===== src/rtl/exec_pkg.sv =====
// Shared types and constants for the execute stage: micro-op and condition encodings,
// NZCV bit positions and FSM states.
package exec_pkg;

    typedef enum logic [3:0] {
        UopNop = 4'd0,
        UopAdd = 4'd1,
        UopSub = 4'd2,
        UopAnd = 4'd3,
        UopOrr = 4'd4,
        UopEor = 4'd5,
        UopMov = 4'd6,
        UopCmp = 4'd7,
        UopLdr = 4'd8,
        UopStr = 4'd9,
        UopB   = 4'd10,
        UopMul = 4'd11
    } uop_t;

    typedef enum logic [3:0] {
        CondEq = 4'd0,
        CondNe = 4'd1,
        CondCs = 4'd2,
        CondCc = 4'd3,
        CondMi = 4'd4,
        CondPl = 4'd5,
        CondVs = 4'd6,
        CondVc = 4'd7,
        CondHi = 4'd8,
        CondLs = 4'd9,
        CondGe = 4'd10,
        CondLt = 4'd11,
        CondGt = 4'd12,
        CondLe = 4'd13,
        CondAl = 4'd14,
        CondNv = 4'd15
    } cond_t;

    localparam int unsigned FlagN = 3;
    localparam int unsigned FlagZ = 2;
    localparam int unsigned FlagC = 1;
    localparam int unsigned FlagV = 0;

    typedef enum logic [1:0] {
        StRun     = 2'd0,
        StMemWait = 2'd1,
        StFlush   = 2'd2
    } state_t;

endpackage


===== src/rtl/exec_cond_eval.sv =====
// Combinational ARM-style condition evaluation against an NZCV flag vector.
module exec_cond_eval
    import exec_pkg::*;
(
    input  logic [3:0] cond,
    input  logic [3:0] flags,
    output logic       pass
);

    logic n, z, c, v;

    assign n = flags[FlagN];
    assign z = flags[FlagZ];
    assign c = flags[FlagC];
    assign v = flags[FlagV];

    always_comb begin
        pass = 1'b0;
        unique case (cond_t'(cond))
            CondEq: pass = z;
            CondNe: pass = ~z;
            CondCs: pass = c;
            CondCc: pass = ~c;
            CondMi: pass = n;
            CondPl: pass = ~n;
            CondVs: pass = v;
            CondVc: pass = ~v;
            CondHi: pass = c & ~z;
            CondLs: pass = ~c | z;
            CondGe: pass = (n == v);
            CondLt: pass = (n != v);
            CondGt: pass = ~z & (n == v);
            CondLe: pass = z | (n != v);
            CondAl: pass = 1'b1;
            // NV is treated as always, matching later ARM revisions.
            CondNv: pass = 1'b1;
            default: pass = 1'b0;
        endcase
    end

endmodule


===== src/rtl/exec_unit.sv =====
// Execute stage: single-cycle ALU, blocking load/store, conditional branch with flush window.
// Optional multiplier enabled by defining EXEC_UNIT_MUL_EN.
module exec_unit
    import exec_pkg::*;
#(
    parameter int unsigned DATA_W       = 32,
    parameter int unsigned REG_AW       = 4,
    parameter int unsigned FLUSH_CYCLES = 2
) (
    input  logic              clk,
    input  logic              rst_n,
    input  logic              in_valid,
    output logic              in_ready,
    input  logic [3:0]        in_uop,
    input  logic              in_set_flags,
    input  logic [3:0]        in_cond,
    input  logic              in_imm_sel,
    input  logic [DATA_W-1:0] in_imm,
    input  logic [REG_AW-1:0] in_rd,
    input  logic [DATA_W-1:0] rs0_data,
    input  logic [DATA_W-1:0] rs1_data,
    output logic              wb_en,
    output logic [REG_AW-1:0] wb_idx,
    output logic [DATA_W-1:0] wb_data,
    output logic              mem_req,
    output logic              mem_we,
    output logic [DATA_W-1:0] mem_addr,
    output logic [DATA_W-1:0] mem_wdata,
    input  logic              mem_ack,
    input  logic [DATA_W-1:0] mem_rdata,
    output logic              branch_taken,
    output logic [DATA_W-1:0] delta_instruction,
    output logic              global_disable,
    output logic [3:0]        flags
);

    localparam int unsigned Msb       = DATA_W - 1;
    localparam logic [2:0]  FlushInit = 3'(FLUSH_CYCLES);

    state_t            state_q, state_d;
    logic [2:0]        flush_cnt_q, flush_cnt_d;
    logic [3:0]        flags_q, flags_d;
    logic              ld_pend_q, ld_pend_d;
    logic [REG_AW-1:0] ld_rd_q, ld_rd_d;

    logic              wb_en_d, mem_req_d, mem_we_d, bt_d;
    logic [REG_AW-1:0] wb_idx_d;
    logic [DATA_W-1:0] wb_data_d, mem_addr_d, mem_wdata_d, delta_d;

    uop_t              uop;
    logic [DATA_W-1:0] lhs, rhs, alu_res;
    logic [DATA_W:0]   add_full, sub_full;
    logic              alu_wb, alu_upd, c_new, v_new, cond_pass;

    assign uop      = uop_t'(in_uop);
    assign lhs      = rs1_data;
    assign rhs      = in_imm_sel ? in_imm : rs0_data;
    assign add_full = {1'b0, lhs} + {1'b0, rhs};
    // Carry out of lhs + ~rhs + 1 is the ARM "no borrow" carry.
    assign sub_full = {1'b0, lhs} + {1'b0, ~rhs} + {{DATA_W{1'b0}}, 1'b1};

`ifdef EXEC_UNIT_MUL_EN
    logic [DATA_W-1:0] mul_lo;
    assign mul_lo = lhs * rhs;
`endif

    exec_cond_eval u_cond_eval (
        .cond  (in_cond),
        .flags (flags_q),
        .pass  (cond_pass)
    );

    always_comb begin
        alu_res = '0;
        alu_wb  = 1'b0;
        alu_upd = 1'b0;
        c_new   = flags_q[FlagC];
        v_new   = flags_q[FlagV];
        unique case (uop)
            UopAdd: begin
                alu_res = add_full[Msb:0];
                alu_wb  = 1'b1;
                alu_upd = in_set_flags;
                c_new   = add_full[DATA_W];
                v_new   = (lhs[Msb] == rhs[Msb]) && (alu_res[Msb] != lhs[Msb]);
            end
            UopSub, UopCmp: begin
                alu_res = sub_full[Msb:0];
                alu_wb  = (uop == UopSub);
                alu_upd = in_set_flags || (uop == UopCmp);
                c_new   = sub_full[DATA_W];
                v_new   = (lhs[Msb] != rhs[Msb]) && (alu_res[Msb] != lhs[Msb]);
            end
            UopAnd: begin alu_res = lhs & rhs; alu_wb = 1'b1; alu_upd = in_set_flags; end
            UopOrr: begin alu_res = lhs | rhs; alu_wb = 1'b1; alu_upd = in_set_flags; end
            UopEor: begin alu_res = lhs ^ rhs; alu_wb = 1'b1; alu_upd = in_set_flags; end
            UopMov: begin alu_res = rhs;       alu_wb = 1'b1; alu_upd = in_set_flags; end
`ifdef EXEC_UNIT_MUL_EN
            UopMul: begin alu_res = mul_lo;    alu_wb = 1'b1; alu_upd = in_set_flags; end
`endif
            default: ;
        endcase
    end

    always_comb begin
        state_d     = state_q;
        flush_cnt_d = flush_cnt_q;
        flags_d     = flags_q;
        ld_pend_d   = ld_pend_q;
        ld_rd_d     = ld_rd_q;
        wb_en_d     = 1'b0;
        wb_idx_d    = wb_idx;
        wb_data_d   = wb_data;
        mem_req_d   = mem_req;
        mem_we_d    = mem_we;
        mem_addr_d  = mem_addr;
        mem_wdata_d = mem_wdata;
        bt_d        = 1'b0;
        delta_d     = '0;
        unique case (state_q)
            StRun: begin
                if (in_valid) begin
                    if (alu_wb) begin
                        wb_en_d   = 1'b1;
                        wb_idx_d  = in_rd;
                        wb_data_d = alu_res;
                    end
                    if (alu_upd) begin
                        flags_d[FlagN] = alu_res[Msb];
                        flags_d[FlagZ] = (alu_res == '0);
                        flags_d[FlagC] = c_new;
                        flags_d[FlagV] = v_new;
                    end
                    if (uop == UopLdr || uop == UopStr) begin
                        mem_req_d   = 1'b1;
                        mem_we_d    = (uop == UopStr);
                        mem_addr_d  = add_full[Msb:0];
                        mem_wdata_d = rs0_data;
                        ld_pend_d   = (uop == UopLdr);
                        ld_rd_d     = in_rd;
                        state_d     = StMemWait;
                    end
                    if (uop == UopB && cond_pass) begin
                        bt_d        = 1'b1;
                        delta_d     = in_imm;
                        flush_cnt_d = FlushInit;
                        state_d     = StFlush;
                    end
                end
            end
            StMemWait: begin
                if (mem_ack) begin
                    mem_req_d = 1'b0;
                    state_d   = StRun;
                    if (ld_pend_q) begin
                        wb_en_d   = 1'b1;
                        wb_idx_d  = ld_rd_q;
                        wb_data_d = mem_rdata;
                    end
                end
            end
            StFlush: begin
                if (in_valid) begin
                    flush_cnt_d = flush_cnt_q - 3'd1;
                    if (flush_cnt_q == 3'd1) state_d = StRun;
                end
            end
            default: state_d = StRun;
        endcase
    end

    always_ff @(posedge clk or negedge rst_n) begin
        if (!rst_n) begin
            state_q           <= StRun;
            flush_cnt_q       <= '0;
            flags_q           <= '0;
            ld_pend_q         <= 1'b0;
            ld_rd_q           <= '0;
            wb_en             <= 1'b0;
            wb_idx            <= '0;
            wb_data           <= '0;
            mem_req           <= 1'b0;
            mem_we            <= 1'b0;
            mem_addr          <= '0;
            mem_wdata         <= '0;
            branch_taken      <= 1'b0;
            delta_instruction <= '0;
        end else begin
            state_q           <= state_d;
            flush_cnt_q       <= flush_cnt_d;
            flags_q           <= flags_d;
            ld_pend_q         <= ld_pend_d;
            ld_rd_q           <= ld_rd_d;
            wb_en             <= wb_en_d;
            wb_idx            <= wb_idx_d;
            wb_data           <= wb_data_d;
            mem_req           <= mem_req_d;
            mem_we            <= mem_we_d;
            mem_addr          <= mem_addr_d;
            mem_wdata         <= mem_wdata_d;
            branch_taken      <= bt_d;
            delta_instruction <= delta_d;
        end
    end

    assign in_ready       = (state_q != StMemWait);
    assign global_disable = (state_q == StFlush);
    assign flags          = flags_q;

endmodule


===== config.mk =====
export PLATFORM = sky130hd
export DESIGN_NAME = exec_unit
export DESIGN_NICKNAME = d
export VERILOG_FILES = /design/src/rtl/exec_pkg.sv /design/src/rtl/exec_cond_eval.sv /design/src/rtl/exec_unit.sv
export SDC_FILE = /design/constraint.sdc
export NUM_CORES = 1
export LEC_CHECK = 0
export CORE_MARGIN = 2
export CORE_UTILIZATION = 56
export CTS_CLUSTER_DIAMETER = 120
export DETAILED_ROUTE_END_ITERATION = 8
export GPL_TIMING_DRIVEN = 0
export PLACE_DENSITY = 0.88
export RECOVER_POWER = 100
export SYNTH_ARGS = -nofsm -noshare
export SYNTH_HDL_FRONTEND = slang
export SYNTH_SLANG_ARGS = --single-unit

===== constraint.sdc =====
create_clock -name clk -period 4.25 [get_ports clk]
set_input_delay 0.425 -clock clk [delete_from_list [all_inputs] [get_ports clk]]
set_output_delay 0.425 -clock clk [all_outputs]
set_load 0.02 [all_outputs]

# Word level (Yosys, flattened, before mapping)
# Index checks and enable logic that the tools add are counted.
# word_totals
ff_bits	150
input_bits	146
output_inout_bits	142
wordCells	139
# op_classes
addsub	4
eq_ne	44
mux	43
bitwise_logic	12
n_reduce_logical	21
# ops
operator	count
two-way mux 32 bit	8
case mux 32 bit (6 select lines)	1
adder 32 x 32 -> 33 bit	2
case mux 32 bit (2 select lines)	1
== test 4 bit, second input constant	11
adder 33 x 1 -> 33 bit, second input constant	1
bitwise AND 32 bit	1
== test 4 x 3 -> 1 bit, second input constant	8
zero test 32 bit	1
inverter 32 bit	1
OR 32 bit	1
XOR 32 bit	1
== test 4 x 2 -> 1 bit, second input constant	4
two-way mux 4 bit	4
case mux 1 bit (15 select lines)	1
!= test 2 bit, second input constant	7
two-way mux 2 bit	6
case mux 1 bit (2 select lines)	6
AND reduction 4 bit	3
two-way mux 1 bit	10
AND reduction 5 bit	2
two-way mux 3 bit	3
== test 4 x 1 -> 1 bit, second input constant	2
case mux 4 bit (2 select lines)	1
21 further kinds	38

# Depth between registers and ports, before layout
# logic_depth
depth_word	8
ltp_mapped	20
ltp_nobuf	16

# By module
# A second synthesis with hierarchy kept.
# unflattened
hier_cells	1450
area_unflattened_um2	12560.8
# modules_own_cells
mod	instances	cells_per_inst	area_each_um2	seq_area_each_um2
exec_unit	1	1421	12359.4	3753.6
exec_cond_eval	1	29	201.4	0.0

# Worst setup path before layout
# OpenSTA, ideal clock, no wires.
# synth_timing
path_type	in2reg
from	input port in_imm_sel
to	register flags_q[2], in the netlist flags[2]
setup_ns	0.066
arrival_ns	4.766
required_time_ns	4.184
path_slack_ns	-0.582
stages	18
path_buffers	5
cell_sequence	buf_2 buf_1 buf_1 buf_2 mux2i_1 ha_1 buf_2 a21oi_1 o31a_1 o31a_1 and2_4 a311o_1 and4_4 or3_1 or3_1 nor4_2 nand4_1 nand2_1
# synth_via
elab_chain_len	6
word_cells_on_any_way	10
cone_classes	3 x add/sub; 2 x mux; 4 x bitwise; 1 x reduce/logical
# synth_lines
item	line_no	source
start, declared	exec_unit.sv:17	input logic in_imm_sel,
two-way mux 32 bit (*)	exec_unit.sv:57	assign rhs = in_imm_sel ? in_imm : rs0_data;
inverter 32 bit	exec_unit.sv:60	assign sub_full = {1'b0, lhs} + {1'b0, ~rhs} + {{DATA_W{1'b0}}, 1'b1};
adder 32 x 32 -> 33 bit	exec_unit.sv:60	
adder 33 x 1 -> 33 bit	exec_unit.sv:60	
case mux 32 bit (6 select lines) (*)	exec_unit.sv:79	unique case (uop)
zero test 32 bit (*)	exec_unit.sv:130	flags_d[FlagZ] = (alu_res == '0);
end signal, assigned	exec_unit.sv:191	flags_q <= flags_d;
end, declared	exec_unit.sv:42	logic [3:0] flags_q, flags_d;
# Mark *: on every way between the ends. The rest lies on a longest branch, timed or not.
# A chain may end at the register's enable or synchronous reset.

# Final worst setup path
# layout_timing
from	input port in_uop[2]
to	register flags_q[2], in the netlist flags[2]
# layout_via
elab_chain_len	4
word_cells_on_any_way	14
cone_classes	7 x eq/ne; 2 x mux; 5 x reduce/logical
# layout_lines
item	line_no	source
start, declared	exec_unit.sv:14	input logic [3:0] in_uop,
== test 4 x 2 -> 1 bit (tied with other cells)	exec_unit.sv:79	
OR reduction 2 bit (tied with other cells)	exec_unit.sv:79	
case mux 32 bit (6 select lines) / case mux 1 bit (2 select lines) (equally long branches)	exec_unit.sv:79	
zero test 32 bit / AND reduction 3 bit (equally long branches)	n/a	
# Parallel ways exist; a longest one is shown, timed or not.

==> flow_summary_export.csv <==
group,metric,value,unit
placement,routability_congestion,1.03,
final_layout,final_core_utilization,0.775,
detailed_routing,via_per_inst,6.74,
placement,port_buffers,282,
global_routing,globalRouteTotalUtil,0.440,
yosys,synth_cell_type_count,94,
global_routing,overflow,0,
status,violations,"max-capacitance violations, max-slew violations, negative setup slack",
clocking,cts_sinks,150,
final_layout,filler_cell_count,1480,
clocking,cts_max_path_buffers,2,
floorplan,ioPinCount,288,
setup_path,cp-start-kind,"input pin",
sta,worst_slew_margin_rel,-0.855,
yosys,synth_nets,1715,
yosys,synth.largest_area_cell,"dfrtp_1",
power,maximum_vdd_drop,0.258,mV
final_layout,final_common_cell,"dfrtp_1",
detailed_routing,detailroute.via_count,13900,
clocking,tritoncts,"yes",
sta,layout_worst_path_cycle_share,1.05,
final_layout,multi_input_comb_area,0.00842,sq mm
yosys,synth_enable_flop_cells,0,
placement,post-dp-hpwl,40300,um
setup_path,worst-setup-path-type,"input pin to flop",
sta,worst_pin_slew,2.78,ns
sta,rsz_0062_raised_after_global_routing,"true",
detailed_routing,postRouteWirelength,53500,um
detailed_routing,drcViolationCount,0,
floorplan,die_w,153,um
sta,max_freq,224,MHz
floorplan,initial_standard_cell_utilization_of_the_core,0.571,
detailed_routing,drt_pass1_iterations,8,
yosys,syn_inst,1457,
sta,worst_slack,-0.220,ns
clocking,cts_made_buffers,17,
sta,final-hold-violation-count,0,
sta,finalWorstPathRequiredPeriod,4.47,ns
power,power_per_cell_area,386,mW/mm^2
yosys,yosys-top-cells-area,"dfrtp_1, ha_1, mux2_2, o21ai_0, nand2_1",
clocking,cts-htree-levels,4,
sta,setup-violations-final,4,
setup_path,critPathCaptureType,"flop",
floorplan,floorplan.die_area,0.0235,sq mm
sta,finalClockSkew,0.0184,ns
yosys,synth_seq_area_share,0.301,
global_routing,grt_start_max_net_pins,103,
flow_run,cap_viol_max_count,2,
detailed_routing,wl_per_cell,26.0,um
yosys,synth_area,0.0125,sq mm
yosys,synthDominantCellAreaShare,0.301,
setup_path,cp_data_arrival_time,4.85,ns
floorplan,core_region_area,0.0218,sq mm
floorplan,placementRows,54,
final_layout,seqCellArea,0.00375,sq mm
detailed_routing,drt_iter0_drc,2046,
final_layout,final_cell_mix,"dfrtp_1, dlygate4sd3_1, clkdlybuf4s50_1",
yosys,synth_flop_cell,"dfrtp_1",
yosys,async_flop_share,1.00,
hold_path,hold_path_class,"input pin to flop",
global_routing,grt_first_pass_wirelength,79500,um
floorplan,dieHeight,153,um
setup_path,max_fanout_on_critical_path,10,
final_layout,finish.net_count,2025,
power,p_leak,0.00776,uW
sta,timing.final.max_slew_violations,58,
final_layout,synthToLayoutAreaGrowth,35.7,%
yosys,synth.avg_cell_area,8.55,sq um
setup_path,cp_data_required_time,4.63,ns
sta,finalSetupTns,-0.418,ns
detailed_routing,antenna_left,0,
yosys,ys_seq_elements,150,
status,result_of_the_run,"complete, but fails checks",
global_routing,grt_pass1_vias,13600,
yosys,ys_warns,0,
clocking,cts.root.buffer_cell,"clkbuf_16",
clocking,clkSlewWorstSetupHoldPaths,0.08,ns
clocking,worst_skew_pair.late_latency,0.45,ns
final_layout,drive_gt1_frac,0.126,
global_routing,antenna_violations_before_repair,2,
kinds of logic after synthesis:
group           share of synthesized area
compound gates                      0.225
simple gates                        0.173
fa+ha+maj                           0.114
xor+xnor                           0.0364
buf+inv                            0.0631
mux                                0.0872
flops                               0.301
Yosys cell counts, drive strengths merged, types with 10 or more instances:
cell type,instances
a22oi,10
inv,98
o22ai,23
nand2,132
xnor2,34
a21oi,89
nand3,16
clkbuf,62
nor2,89
nor2b,20
a211oi,24
nor4,20
o31ai,24
xor2,17
o21ai,120
o21bai,10
and3,39
ha,110
mux2,57
nand2b,19
a221oi,12
dfrtp,150
buf,34
nor3,23
mux2i,44
per-layer routing:
layer / up-vias / GRT usage / wire length [um]
li1: 5921 / - / -
met1: 6629 / 0.555 / 20500
met2: 1084 / 0.672 / 23700
met3: 267 / 0.147 / 6320
met4: 2 / 0.224 / 3020
met5: - / 0 / 11
path summary, 6_finish.rpt:
| path | start | endpoint | slack, ns | cells past startpoint |
|---|---|---|---|---|
| hold reg to reg | mem_we$_DFFE_PN0P_ | mem_we$_DFFE_PN0P_ | 0.48 | 2 |
| hold / removal | in_uop[0] | mem_we$_DFFE_PN0P_ | 0.38 | 3 |
| setup / recovery | in_uop[2] | flags[2]$_DFFE_PN0P_ | -0.22 | 12 |
| setup reg to reg | state_q[0]$_DFFE_PN0P_ | ld_pend_q$_DFFE_PN0P_ | 0.48 | 7 |
| max in group asynchronous | rst_n | mem_addr[19]$_DFFE_PN0P_ | 0.79 | 3 |
| min in group asynchronous | rst_n | mem_wdata[8]$_DFFE_PN0P_ | 1.42 | 2 |
flip-flops by register name (all words and copies together) (netlist names):
signal             flops
branch_taken           1
delta_instruction     32
flags                  4
flush_cnt_q            3
ld_pend_q              1
ld_rd_q                4
mem_addr              32
mem_req                1
mem_wdata             32
mem_we                 1
state_q                2
wb_data               32
wb_en                  1
wb_idx                 4
per-stage QoR:
step                      instance area [sq um]  power [uW]  setup WS [ns]  cells  hold WS, ns
after floorplan                           12500        3490         0.0435   1457        0.129
after global placement                    15700        4730          -3.15   2019        0.460
after detailed placement                  15700        4840          -1.49   2020        0.398
after CTS                                 16500        6450        0.00283   2052        0.376
after global routing                      16900        6750        -0.0915   2060        0.426
final                                     16900        6530         -0.220   2062        0.384
worst max-delay path, stage by stage:
cell,delay (ns)
clkdlybuf4s50_1,0.48
or4b_1,0.22
buf_2,0.41
buf_1,0.76
clkbuf_1,0.86
o22ai_1,0.16
a221oi_1,0.28
o221ai_1,0.39
nor4_2,0.41
and4_1,0.23
nand4_1,0.10
nand2_1,0.11
report_power, final:
part / internal [uW] / switching [uW]
Combinational: 1190 / 1790
Sequential: 1740 / 206
Clock: 798 / 797
area by class of cell:
| class | instances | share of cell area |
|---|---|---|
| timing repair buffer | 296 | 0.173 |
| inverter | 101 | 0.0225 |
| clock buffer | 17 | 0.0252 |
| sequential | 150 | 0.222 |
| clock inverter | 15 | 0.0105 |
| multi-input combinational | 1110 | 0.498 |
| antenna | 2 | 0.000296 |
| buffer | 91 | 0.0274 |
| tap | 280 | 0.0207 |
timing repair:
action	4_1_cts	5_1_grt
setup endpoints to repair	21	15
pin swaps	1	9
buffers inserted	0	12
hold buffers	1	0
hold endpoints to repair	48	0
gates resized for setup	57	63
Power figures use the tool's default switching activity.
